**config.mk**
```make
export PLATFORM = sky130hd
export DESIGN_NAME = piece_move_resolver
export DESIGN_NICKNAME = d
export VERILOG_FILES = /design/src/rtl/piece_move_resolver.sv
export SDC_FILE = /design/constraint.sdc
export NUM_CORES = 1
export LEC_CHECK = 0
export ABC_AREA = 1
export CORE_MARGIN = 4
export CORE_UTILIZATION = 51
export DETAILED_ROUTE_END_ITERATION = 16
export HOLD_SLACK_MARGIN = 0.05
export PLACE_DENSITY = 0.87
export SLEW_MARGIN = 25
export SYNTH_ARGS = -nofsm -noshare
export SYNTH_HDL_FRONTEND = slang
export SYNTH_SLANG_ARGS = --single-unit
```
**constraint.sdc**
```tcl
create_clock -name clk -period 4.8 [get_ports clk]
set_clock_uncertainty 0.2 [all_clocks]
set_input_delay 0.96 -clock clk [delete_from_list [all_inputs] [get_ports clk]]
set_output_delay 0.96 -clock clk [all_outputs]
set_load 0.05 [all_outputs]
```
**src/rtl/piece_move_resolver.sv**
```systemverilog
// piece_move_resolver
//    Resolves one tetromino move request (shift, drop or rotation) against
//    a 6x6 occupancy window around the piece box. The window comes from an
//    external mask generator that is addressed by the registered
//    piece_x/piece_y origin.
//
//    Optional wall kicks are enabled by defining PIECE_MOVE_RESOLVER_WALL_KICK_EN.
//    When enabled, a blocked rotation is retried one column left and then
//    one column right before it is rejected.
//
// Ports
//    clk, reset                  clock; synchronous active-high reset
//    move_valid / move_ready     request handshake (ready only while idle)
//    move_cmd, piece_type        command (0..4 legal) and tetromino (0..6 legal)
//    cur_x, cur_y, cur_rot       current piece-box origin and rotation
//    piece_x, piece_y            window origin driven to the mask generator
//    window                      window[lx][ly] = cell (piece_x+lx-1, piece_y+ly-1)
//    result_valid / result_ready result handshake
//    result_ok, result_lock      move applied / blocked DOWN (piece must lock)
//    new_x, new_y, new_rot       resolved position (latched cur_* on reject)

module piece_move_resolver #(
    parameter int BOARD_WIDTH  = 10,
    parameter int BOARD_HEIGHT = 20
) (
    input  logic                            clk,
    input  logic                            reset,
    input  logic                            move_valid,
    output logic                            move_ready,
    input  logic [2:0]                      move_cmd,
    input  logic [2:0]                      piece_type,
    input  logic [$clog2(BOARD_WIDTH)-1:0]  cur_x,
    input  logic [$clog2(BOARD_HEIGHT)-1:0] cur_y,
    input  logic [1:0]                      cur_rot,
    output logic [$clog2(BOARD_WIDTH)-1:0]  piece_x,
    output logic [$clog2(BOARD_HEIGHT)-1:0] piece_y,
    input  logic [5:0][5:0]                 window,
    output logic                            result_valid,
    input  logic                            result_ready,
    output logic                            result_ok,
    output logic                            result_lock,
    output logic [$clog2(BOARD_WIDTH)-1:0]  new_x,
    output logic [$clog2(BOARD_HEIGHT)-1:0] new_y,
    output logic [1:0]                      new_rot
);

    // state  | meaning
    // IDLE   | waiting for a move request (move_ready high)
    // SAMPLE | request latched, window settling for the new origin
    // CHECK  | bounds and collision test of the candidate position
    // KICK_L | (kicks only) blocked rotation retried at dx=-1
    // KICK_R | (kicks only) blocked rotation retried at dx=+1
    // RESP   | result held until result_ready

    localparam int XW = $clog2(BOARD_WIDTH);
    localparam int YW = $clog2(BOARD_HEIGHT);

    localparam logic [2:0] CMD_LEFT    = 3'd0;
    localparam logic [2:0] CMD_RIGHT   = 3'd1;
    localparam logic [2:0] CMD_DOWN    = 3'd2;
    localparam logic [2:0] CMD_ROT_CW  = 3'd3;
    localparam logic [2:0] CMD_ROT_CCW = 3'd4;

`ifdef PIECE_MOVE_RESOLVER_WALL_KICK_EN
    typedef enum logic [2:0] {IDLE, SAMPLE, CHECK, KICK_L, KICK_R, RESP} state_t;
`else
    typedef enum logic [2:0] {IDLE, SAMPLE, CHECK, RESP} state_t;
`endif

    state_t          state;
    logic [2:0]      cmd_q;
    logic [2:0]      type_q;
    logic [XW-1:0]   x_q;
    logic [YW-1:0]   y_q;
    logic [1:0]      rot_q;

    // Shape masks, bit index sy*4+sx. Rotations are clockwise quarter turns
    // inside the 4x4 box (I, O) or the upper-left 3x3 box (T, S, Z, J, L).
    function automatic logic [15:0] shape_rom(input logic [2:0] ptype, input logic [1:0] rot);
        logic [15:0] m;
        m = 16'h0000;
        case ({ptype, rot})
            5'b000_00: m = 16'h00F0;
            5'b000_01: m = 16'h4444;
            5'b000_10: m = 16'h0F00;
            5'b000_11: m = 16'h2222;
            5'b001_00, 5'b001_01, 5'b001_10, 5'b001_11: m = 16'h0066;
            5'b010_00: m = 16'h0072;
            5'b010_01: m = 16'h0262;
            5'b010_10: m = 16'h0270;
            5'b010_11: m = 16'h0232;
            5'b011_00: m = 16'h0036;
            5'b011_01: m = 16'h0462;
            5'b011_10: m = 16'h0360;
            5'b011_11: m = 16'h0231;
            5'b100_00: m = 16'h0063;
            5'b100_01: m = 16'h0264;
            5'b100_10: m = 16'h0630;
            5'b100_11: m = 16'h0132;
            5'b101_00: m = 16'h0071;
            5'b101_01: m = 16'h0226;
            5'b101_10: m = 16'h0470;
            5'b101_11: m = 16'h0322;
            5'b110_00: m = 16'h0074;
            5'b110_01: m = 16'h0622;
            5'b110_10: m = 16'h0170;
            5'b110_11: m = 16'h0223;
            default:   m = 16'h0000;
        endcase
        return m;
    endfunction

    // The window has a one-cell margin around the box, so every candidate
    // offset (dx in -1..1, dy in 0..1) stays inside the 6x6 window.
    function automatic logic collides(input logic [15:0] shape, input logic [5:0][5:0] win,
                                      input logic signed [2:0] dx, input logic [1:0] dy);
        logic       hit;
        logic [2:0] lx;
        logic [2:0] ly;
        hit = 1'b0;
        for (int sy = 0; sy < 4; sy++) begin
            for (int sx = 0; sx < 4; sx++) begin
                lx = 3'(sx + 1 + int'(dx));
                ly = 3'(sy + 1 + int'(dy));
                if (shape[4'(sy * 4 + sx)] && win[lx][ly]) hit = 1'b1;
            end
        end
        return hit;
    endfunction

    logic              legal;
    logic              fail_lock;
    logic signed [2:0] base_dx;
    logic signed [2:0] chk_dx;
    logic [1:0]        base_dy;
    logic [1:0]        cand_rot;
    int                cand_x;
    int                cand_y;
    logic              in_bounds;
    logic              hit;
    logic              pass;

    assign legal     = (cmd_q <= CMD_ROT_CCW) && (type_q != 3'd7);
    assign fail_lock = legal && (cmd_q == CMD_DOWN);

`ifdef PIECE_MOVE_RESOLVER_WALL_KICK_EN
    logic is_rot;
    assign is_rot = legal && ((cmd_q == CMD_ROT_CW) || (cmd_q == CMD_ROT_CCW));
`endif

    // Moves never go up, so the top window row is never consulted.
    logic window_row0_unused;
    assign window_row0_unused = ^{window[0][0], window[1][0], window[2][0],
                                  window[3][0], window[4][0], window[5][0]};

    always_comb begin
        base_dx  = 3'sd0;
        base_dy  = 2'd0;
        cand_rot = rot_q;
        case (cmd_q)
            CMD_LEFT:    base_dx  = -3'sd1;
            CMD_RIGHT:   base_dx  = 3'sd1;
            CMD_DOWN:    base_dy  = 2'd1;
            CMD_ROT_CW:  cand_rot = rot_q + 2'd1;
            CMD_ROT_CCW: cand_rot = rot_q - 2'd1;
            default:     ;
        endcase
        chk_dx = base_dx;
`ifdef PIECE_MOVE_RESOLVER_WALL_KICK_EN
        if (state == KICK_L)      chk_dx = -3'sd1;
        else if (state == KICK_R) chk_dx = 3'sd1;
`endif
        cand_x    = int'(x_q) + int'(chk_dx);
        cand_y    = int'(y_q) + int'(base_dy);
        in_bounds = (cand_x >= 0) && (cand_x <= BOARD_WIDTH - 1) && (cand_y <= BOARD_HEIGHT - 1);
        hit       = collides(shape_rom(type_q, cand_rot), window, chk_dx, base_dy);
        pass      = legal && in_bounds && !hit;
    end

    always_ff @(posedge clk) begin
        if (reset) begin
            state        <= IDLE;
            move_ready   <= 1'b0;
            result_valid <= 1'b0;
            result_ok    <= 1'b0;
            result_lock  <= 1'b0;
            piece_x      <= '0;
            piece_y      <= '0;
            new_x        <= '0;
            new_y        <= '0;
            new_rot      <= '0;
            cmd_q        <= '0;
            type_q       <= '0;
            x_q          <= '0;
            y_q          <= '0;
            rot_q        <= '0;
        end else begin
            case (state)
                IDLE: begin
                    move_ready <= 1'b1;
                    if (move_valid && move_ready) begin
                        cmd_q      <= move_cmd;
                        type_q     <= piece_type;
                        x_q        <= cur_x;
                        y_q        <= cur_y;
                        rot_q      <= cur_rot;
                        piece_x    <= cur_x;
                        piece_y    <= cur_y;
                        move_ready <= 1'b0;
                        state      <= SAMPLE;
                    end
                end
                SAMPLE: state <= CHECK;
                CHECK: begin
                    if (pass) begin
                        result_valid <= 1'b1;
                        result_ok    <= 1'b1;
                        result_lock  <= 1'b0;
                        new_x        <= XW'(cand_x);
                        new_y        <= YW'(cand_y);
                        new_rot      <= cand_rot;
                        state        <= RESP;
                    end
`ifdef PIECE_MOVE_RESOLVER_WALL_KICK_EN
                    else if (is_rot) begin
                        state <= KICK_L;
                    end
`endif
                    else begin
                        result_valid <= 1'b1;
                        result_ok    <= 1'b0;
                        result_lock  <= fail_lock;
                        new_x        <= x_q;
                        new_y        <= y_q;
                        new_rot      <= rot_q;
                        state        <= RESP;
                    end
                end
`ifdef PIECE_MOVE_RESOLVER_WALL_KICK_EN
                KICK_L: begin
                    if (pass) begin
                        result_valid <= 1'b1;
                        result_ok    <= 1'b1;
                        result_lock  <= 1'b0;
                        new_x        <= XW'(cand_x);
                        new_y        <= YW'(cand_y);
                        new_rot      <= cand_rot;
                        state        <= RESP;
                    end else begin
                        state <= KICK_R;
                    end
                end
                KICK_R: begin
                    result_valid <= 1'b1;
                    result_ok    <= pass;
                    result_lock  <= 1'b0;
                    new_x        <= pass ? XW'(cand_x) : x_q;
                    new_y        <= y_q;
                    new_rot      <= pass ? cand_rot : rot_q;
                    state        <= RESP;
                end
`endif
                RESP: begin
                    if (result_ready) begin
                        result_valid <= 1'b0;
                        move_ready   <= 1'b1;
                        state        <= IDLE;
                    end
                end
                default: state <= IDLE;
            endcase
        end
    end

endmodule

```
==> reports/qor.txt, run 1 <==
Outcome -> completed
Largest net degree at the start of global routing -> 35
Relative slew slack -> 45.6%
Cell Chain, Critical Path -> nor2_2 -> buf_4 -> nand2_2 -> ha_1 -> inv_1 -> nand3_1 -> o21ai_1 -> nor2_1 -> nor2_1 -> nand2_1 -> nand3_1 -> nor2_2 -> nand2_2 -> nand2_1 -> nand2_1 -> o21ai_0 -> inv_1
IO buf count -> 62
Final setup viols -> 0
Vias -> 2,744
HPWL after detailed placement -> 5080 um
Final instance area -> 3280 sq um
WL/cell -> 13.0 um
TritonCTS Sinks -> 34
H-Tree Depth -> 2
Placed inst area -> 3160 sq um
Worst Reg-to-Reg Cells -> 17
Total GRT Usage -> 23.0%
Max Freq -> 272 MHz
Crit Path Max Fanout -> 30
DRC -> 0
Cts bufs inserted -> 5
Worst hold path cell count -> 2
Setup TNS -> 0 ns
Mean Syn Cell Area -> 6.38 sq um
Antenna diodes -> 0
Clock root buffer -> clkbuf_8
WP data arrival -> 3.66 ns
Setup repair bufs after CTS -> 0
Clock Pin Slew Worst Setup and Hold Paths -> 0.07 ns
Syn Inst Count -> 398
Max stage delay on crit path -> 0.47 ns
Dpl cells -> 512
Global-route wire length before repair -> 11,500 um
Most frequent cell on the critical path -> nand2_1
Floorplan row count -> 25
Count of final hold-check violations -> 0
Height of the die -> 78.6 um
Fin crit share -> 76.6%
Non-Filler Instances -> 520
Area Growth Syn to Fin -> 28.9%
Flops & latches, synth -> 34
Crit start category -> flop
Routed WL -> 6760 um
Starting density of the core -> 53.1%
Die Wd -> 78.6 um
Crit end category -> flop
Die area -> 6180 sq um
Max Slew Vio Count -> 0
Hold buffers post-CTS -> 0
RSZ-0062 raised after global routing -> no
Crit path required time -> 4.78 ns
Pwr Density -> 560 nW/um^2
Post-synthesis sequential area ratio -> 26.8%
Mapped Nets -> 465
Post-Syn Area -> 2540 sq um
Drt initial violations -> 202
Crit path kind -> flop to flop
Min cycle time layout -> 3.68 ns
Drt pass-1 iters -> 4
Synth Warn # -> 0
Vias in the first global route -> 2,624
Max stage delay cell, worst path -> ha_1
Antenna violations before repair -> 0
Hold WS -> 0.272 ns
CTS max path bufs -> 2
DR vias/cell -> 5.28
Distinct cell type count after synthesis -> 33
Grt total ovfl -> 0
Final Util -> 68.4%
Post-route ant nets -> 0
Most frequent cells in the layout -> 80 x nand2_1, 62 x clkdlybuf4s50_1, 50 x inv_1, 38 x nand3_1, 34 x dfxtp_1
# IOs -> 81
Max VDD drop -> 363 uV
Core box area -> 4790 sq um
Commonest non-fill, non-tap cell in the layout -> nand2_1
# resized after CTS -> 0
Fraction of layout cells with a size suffix above 1 -> 10.8%
Worst-Skew Late Latency -> 0.29 ns
Slew @ Worst Pin -> 0.816 ns
Final nets -> 519
Pleak -> 1.41 nW
CTS tree -> done
Max-capacitance violation count -> 0
Worst min path class -> flop to flop
GPL Wtd Cong -> 0.935
area by class of cell:
cell class | count | area, sq um
multi-input cells | 294 | 1570
fillers | 434 | 1510
flip-flops and latches | 34 | 681
repair buffers | 63 | 628
inverters | 54 | 203
well taps | 67 | 83.8
clock buffers | 7 | 76.3
clock inverters | 1 | 30.0
sequential cells by signal (all words and copies together), names as in the netlist:
signal,count
piece_x,4
state,2
result_valid,1
result_ok,1
piece_y,5
cmd_q,3
new_x,4
new_y,5
move_ready,1
result_lock,1
rot_q,2
type_q,3
new_rot,2
cells in the mapped netlist (all sizes together):
master | n | area, sq um
nand2 | 93 | 382
inv | 54 | 203
nand3 | 49 | 295
o21ai | 48 | 244
a21oi | 38 | 220
nor2 | 35 | 144
dfxtp | 34 | 681
ha | 10 | 125
buf | 9 | 62.6
clkbuf | 7 | 26.3
xnor2 | 3 | 26.3
nand4 | 2 | 12.5
nor3 | 2 | 10.0
o211ai | 2 | 15.0
o221ai | 2 | 17.5
xor2 | 2 | 17.5
a211oi | 1 | 7.51
a221oi | 1 | 8.76
a31oi | 1 | 6.26
mux2i | 1 | 10.0
nand3b | 1 | 7.51
o22ai | 1 | 6.26
o31ai | 1 | 7.51
or2 | 1 | 6.26
critical path, delay by kind of cell, from the launching register on:
kind,cells,cell delay (ns)
simple gates,11,1.68
buf+inv,3,0.52
fa+ha+maj,1,0.47
compound gates,2,0.30
flops,1,0.37
per-layer routing:
metal,global-route usage [%],routed length [um],up-vias
li1,-,-,1412
met1,28.4,2960,1239
met2,39.8,3270,84
met3,5.16,451,9
met4,6.47,78,0
met5,0,0,-
path summary, 6_finish.rpt:
| path | from | slack [ns] | endpoint |
|---|---|---|---|
| worst max-delay path | cmd_q[2] | 1.12 | new_x[3] |
| worst min-delay path | new_y[0] | 0.27 | new_y[0] |
| worst max register to register | cmd_q[2] | 1.12 | new_x[3] |
| worst min register to register | new_y[0] | 0.27 | new_y[0] |
stage by stage:
step	setup slack (ns)	power, mW
after floorplan	2.16	1.31
after global placement	1.27	1.52
after detailed placement	1.20	1.56
after CTS	1.19	1.82
after global routing	0.764	2.00
final	1.12	1.84
logic make-up after synthesis:
family	count (synthesis)	synth area share, %
xor gates and xnor gates	5	1.72
AOI/OAI and AO/OA	95	21.0
and+or+nand+nor	183	33.7
buffers and inverters	70	11.5
adders and majority gates	10	4.92
DFF	34	26.8
muxes	1	0.394
where the power goes:
group | total, mW | switching (mW) | internal (mW)
logic | 1.17 | 0.778 | 0.390
clock network | 0.261 | 0.105 | 0.155
registers | 0.407 | 0.0622 | 0.345
(Power assumes the default switching activity.)
==> inputs of run 2 (changes only) <==
--- a/config.mk
+++ b/config.mk
@@ -7,10 +7,10 @@
 export LEC_CHECK = 0
 export ABC_AREA = 1
 export CORE_MARGIN = 4
-export CORE_UTILIZATION = 51
+export CORE_UTILIZATION = 42
 export DETAILED_ROUTE_END_ITERATION = 16
 export HOLD_SLACK_MARGIN = 0.05
-export PLACE_DENSITY = 0.87
+export PLACE_DENSITY = 0.77
 export SLEW_MARGIN = 25
 export SYNTH_ARGS = -nofsm -noshare
 export SYNTH_HDL_FRONTEND = slang
==> constraint.sdc (replaced) <==
create_clock -name clk -period 2.97 [get_ports clk]
set_clock_uncertainty 0.2 [all_clocks]
set_input_delay 0.594 -clock clk [delete_from_list [all_inputs] [get_ports clk]]
set_output_delay 0.594 -clock clk [all_outputs]
set_load 0.05 [all_outputs]
==> run 2 against run 1 <==
Against the previous run:
- non-clock buffer count up 13
- combinational power up 73%
- worst hold slack improved by 0.0060 ns
- critical endpoint is now new_x[2]
- largest cell class unchanged
- largest power group unchanged
- highest routed layer unchanged
==> reports/qor.txt, run 2 (synthesis results as in run 1) <==
Worst Reg-to-Reg Cells -> 17 (unchanged)
Starting density of the core -> 43.2% (was 53.1%)
Crit start category -> flop (unchanged)
Total GRT Usage -> 19.0% (was 23.0%)
Most frequent cells in the layout -> 80 x nand2_1, 62 x clkdlybuf4s50_1, 47 x inv_1, 39 x nand3_1, 33 x o21ai_0 (was 80 x nand2_1, 62 x clkdlybuf4s50_1, 50 x inv_1, 38 x nand3_1, 34 x dfxtp_1)
Dpl cells -> 532 (was 512)
Crit Reg-Reg Endpoint -> new_x[2] (was new_x[3])
Worst min path class -> flop to flop (unchanged)
Height of the die -> 85.8 um (was 78.6 um)
Worst-Skew Late Latency -> 0.28 ns (was 0.29 ns)
Floorplan row count -> 28 (was 25)
Vias -> 2,750 (was 2,744)
WHS Endpoint -> new_y[1] (was new_y[0])
Hold WS -> 0.278 ns (was 0.272 ns)
Fraction of layout cells with a size suffix above 1 -> 15.2% (was 10.8%)
Storage element area -> 689 sq um (was 681 sq um)
Global-route wire length before repair -> 11,500 um (unchanged)
Max Slew Vio Count -> 0 (unchanged)
FF-to-FF Start -> cmd_q[1] (was cmd_q[2])
Power Total -> 3.10 mW (was 1.84 mW)
Non-Filler Instances -> 541 (was 520)
Most frequent cell on the critical path -> nand2_2 (was nand2_1)
Max VDD drop -> 544 uV (was 363 uV)
Pwr Density -> 904 nW/um^2 (was 560 nW/um^2)
Crit Path Max Fanout -> 7 (was 30)
Final setup viols -> 0 (unchanged)
Largest net degree at the start of global routing -> 21 (was 35)
Top delay family on crit path -> simple AND/OR/NAND/NOR gates (unchanged)
Vias in the first global route -> 2,600 (was 2,624)
Die area -> 7360 sq um (was 6180 sq um)
# IOs -> 81 (unchanged)
Hold buffers post-CTS -> 0 (unchanged)
Reg2reg setup slack -> 0.24 ns (was 1.12 ns)
HPWL after detailed placement -> 5160 um (was 5080 um)
Clock root buffer -> clkbuf_8 (unchanged)
Fin crit share -> 92.0% (was 76.6%)
Slew @ Worst Pin -> 0.513 ns (was 0.816 ns)
Crit path kind -> flop to flop (unchanged)
Final nets -> 532 (was 519)
Max-capacitance violation count -> 0 (unchanged)
Cts bufs inserted -> 5 (unchanged)
Crit path required time -> 2.99 ns (was 4.78 ns)
Max stage delay on crit path -> 0.37 ns (was 0.47 ns)
WP data arrival -> 2.75 ns (was 3.66 ns)
Max stage delay cell, worst path -> dfxtp_4 (was ha_1)
DRC -> 0 (unchanged)
Placed inst area -> 3260 sq um (was 3160 sq um)
Critical hold path startpoint -> new_y[1] (was new_y[0])
Post-route ant nets -> 0 (unchanged)
Commonest non-fill, non-tap cell in the layout -> nand2_1 (unchanged)
CTS tree -> done (unchanged)
Relative slew slack -> 65.7% (was 45.6%)
Buffer and inverter count on the worst path -> 2 (was 3)
WL/cell -> 12.4 um (was 13.0 um)
Final instance area -> 3430 sq um (was 3280 sq um)
Count of final hold-check violations -> 0 (unchanged)
Crit end category -> flop (unchanged)
Top Registers -> new_y (5), piece_y (5) (unchanged)
Antenna violations before repair -> 0 (unchanged)
FILL cells -> 544 (was 434)
Outcome -> completed (unchanged)
Area of the multi-input gates -> 1600 sq um (was 1570 sq um)
Core box area -> 5890 sq um (was 4790 sq um)
GPL Wtd Cong -> 0.857 (was 0.935)
H-Tree Depth -> 2 (unchanged)
CTS max path bufs -> 2 (unchanged)
Min cycle time layout -> 2.73 ns (was 3.68 ns)
Die Wd -> 85.8 um (was 78.6 um)
Grt total ovfl -> 0 (unchanged)
Cell Chain, Critical Path -> nor2_4 -> nor2_4 -> nor2_2 -> nand4_1 -> nand2_2 -> inv_2 -> ha_1 -> a221oi_2 -> nand2_1 -> nand3_1 -> nand3_1 -> nor2_2 -> nand2_2 -> buf_6 -> nand2_2 -> nand3_2 -> a21oi_2 (was nor2_2 -> buf_4 -> nand2_2 -> ha_1 -> inv_1 -> nand3_1 -> o21ai_1 -> nor2_1 -> nor2_1 -> nand2_1 -> nand3_1 -> nor2_2 -> nand2_2 -> nand2_1 -> nand2_1 -> o21ai_0 -> inv_1)
Drt initial violations -> 151 (was 202)
TritonCTS Sinks -> 34 (unchanged)
Antenna diodes -> 0 (unchanged)
Worst hold path cell count -> 2 (unchanged)
IO buf count -> 62 (unchanged)
Pleak -> 1.47 nW (was 1.41 nW)
Max Freq -> 366 MHz (was 272 MHz)
Drt pass-1 iters -> 4 (unchanged)
Clock Pin Slew Worst Setup and Hold Paths -> 0.07 ns (about the same)
Area Growth Syn to Fin -> 34.9% (was 28.9%)
DR vias/cell -> 5.08 (was 5.28)
Routed WL -> 6690 um (was 6760 um)
## run 2: layout make-up
type	instances	area share (%)
Multi-Input combinational cell	294	46.8
Timing Repair Buffer	76	21.3
Sequential cell	34	20.1
Inverter	54	5.99
Tap cell	75	2.74
Clock buffer	7	2.23
Clock inverter	1	0.876
## run 2: power by group
group | switching [mW] | leakage (nW) | internal, mW
clock | 0.164 | 0.0524 | 0.251
sequential | 0.100 | 0.279 | 0.561
combinational | 1.28 | 1.14 | 0.743
total | 1.55 | 1.47 | 1.56
## run 2: repair_timing
item | CTS | global route
endpoints found under the setup margin | 0 | 13
resized for setup | 0 | 17
setup buffers | 0 | 1
## run 2: worst min-delay path: cells and delay by family (launching register included)
kind / cells / cell delay [ns]
flops: 1 / 0.31
simple gates: 1 / 0.08
compound gates: 1 / 0.05
## run 2: per-layer routing
layer	GRT usage, %	up-vias	share of wire [%]
met3	3.84	8	5.2
met5	0	-	0
met2	32.6	69	48
met1	24.8	1235	46
li1	-	1438	-
met4	3.45	0	0.70
## run 2: how the worst max path moves through the flow
| stage | startpoint | to | slack [ns] | cells after the start |
|---|---|---|---|---|
| after floorplan | cmd_q[0] | new_y[1] | 0.33 | 16 |
| after detailed placement | cmd_q[0] | new_x[2] | 0.04 | 17 |
| after global routing | cmd_q[1] | new_x[2] | -0.04 | 17 |
| after global placement | cmd_q[0] | new_y[3] | 0.12 | 17 |
| final | cmd_q[1] | new_x[2] | 0.24 | 17 |
| after CTS | cmd_q[0] | new_x[2] | 0.03 | 17 |
## run 2: stage by stage
step           util, %  setup slack, ns  TNS [ns]
6_report          58.2            0.237         0
5_1_grt           58.2          -0.0402    -0.109
4_1_cts           57.3           0.0258         0
3_5_place_dp      55.5           0.0397         0
3_3_place_gp      55.5            0.122         0
2_1_floorplan        -            0.334         0
==> inputs of run 3 (changes only) <==
--- a/config.mk
+++ b/config.mk
@@ -6,6 +6,7 @@
 export NUM_CORES = 1
 export LEC_CHECK = 0
 export ABC_AREA = 1
+export CAP_MARGIN = 20
 export CORE_MARGIN = 4
 export CORE_UTILIZATION = 42
 export DETAILED_ROUTE_END_ITERATION = 16
==> results of run 3 <==
Final layout, timing and power as in run 2 (identical DEF).
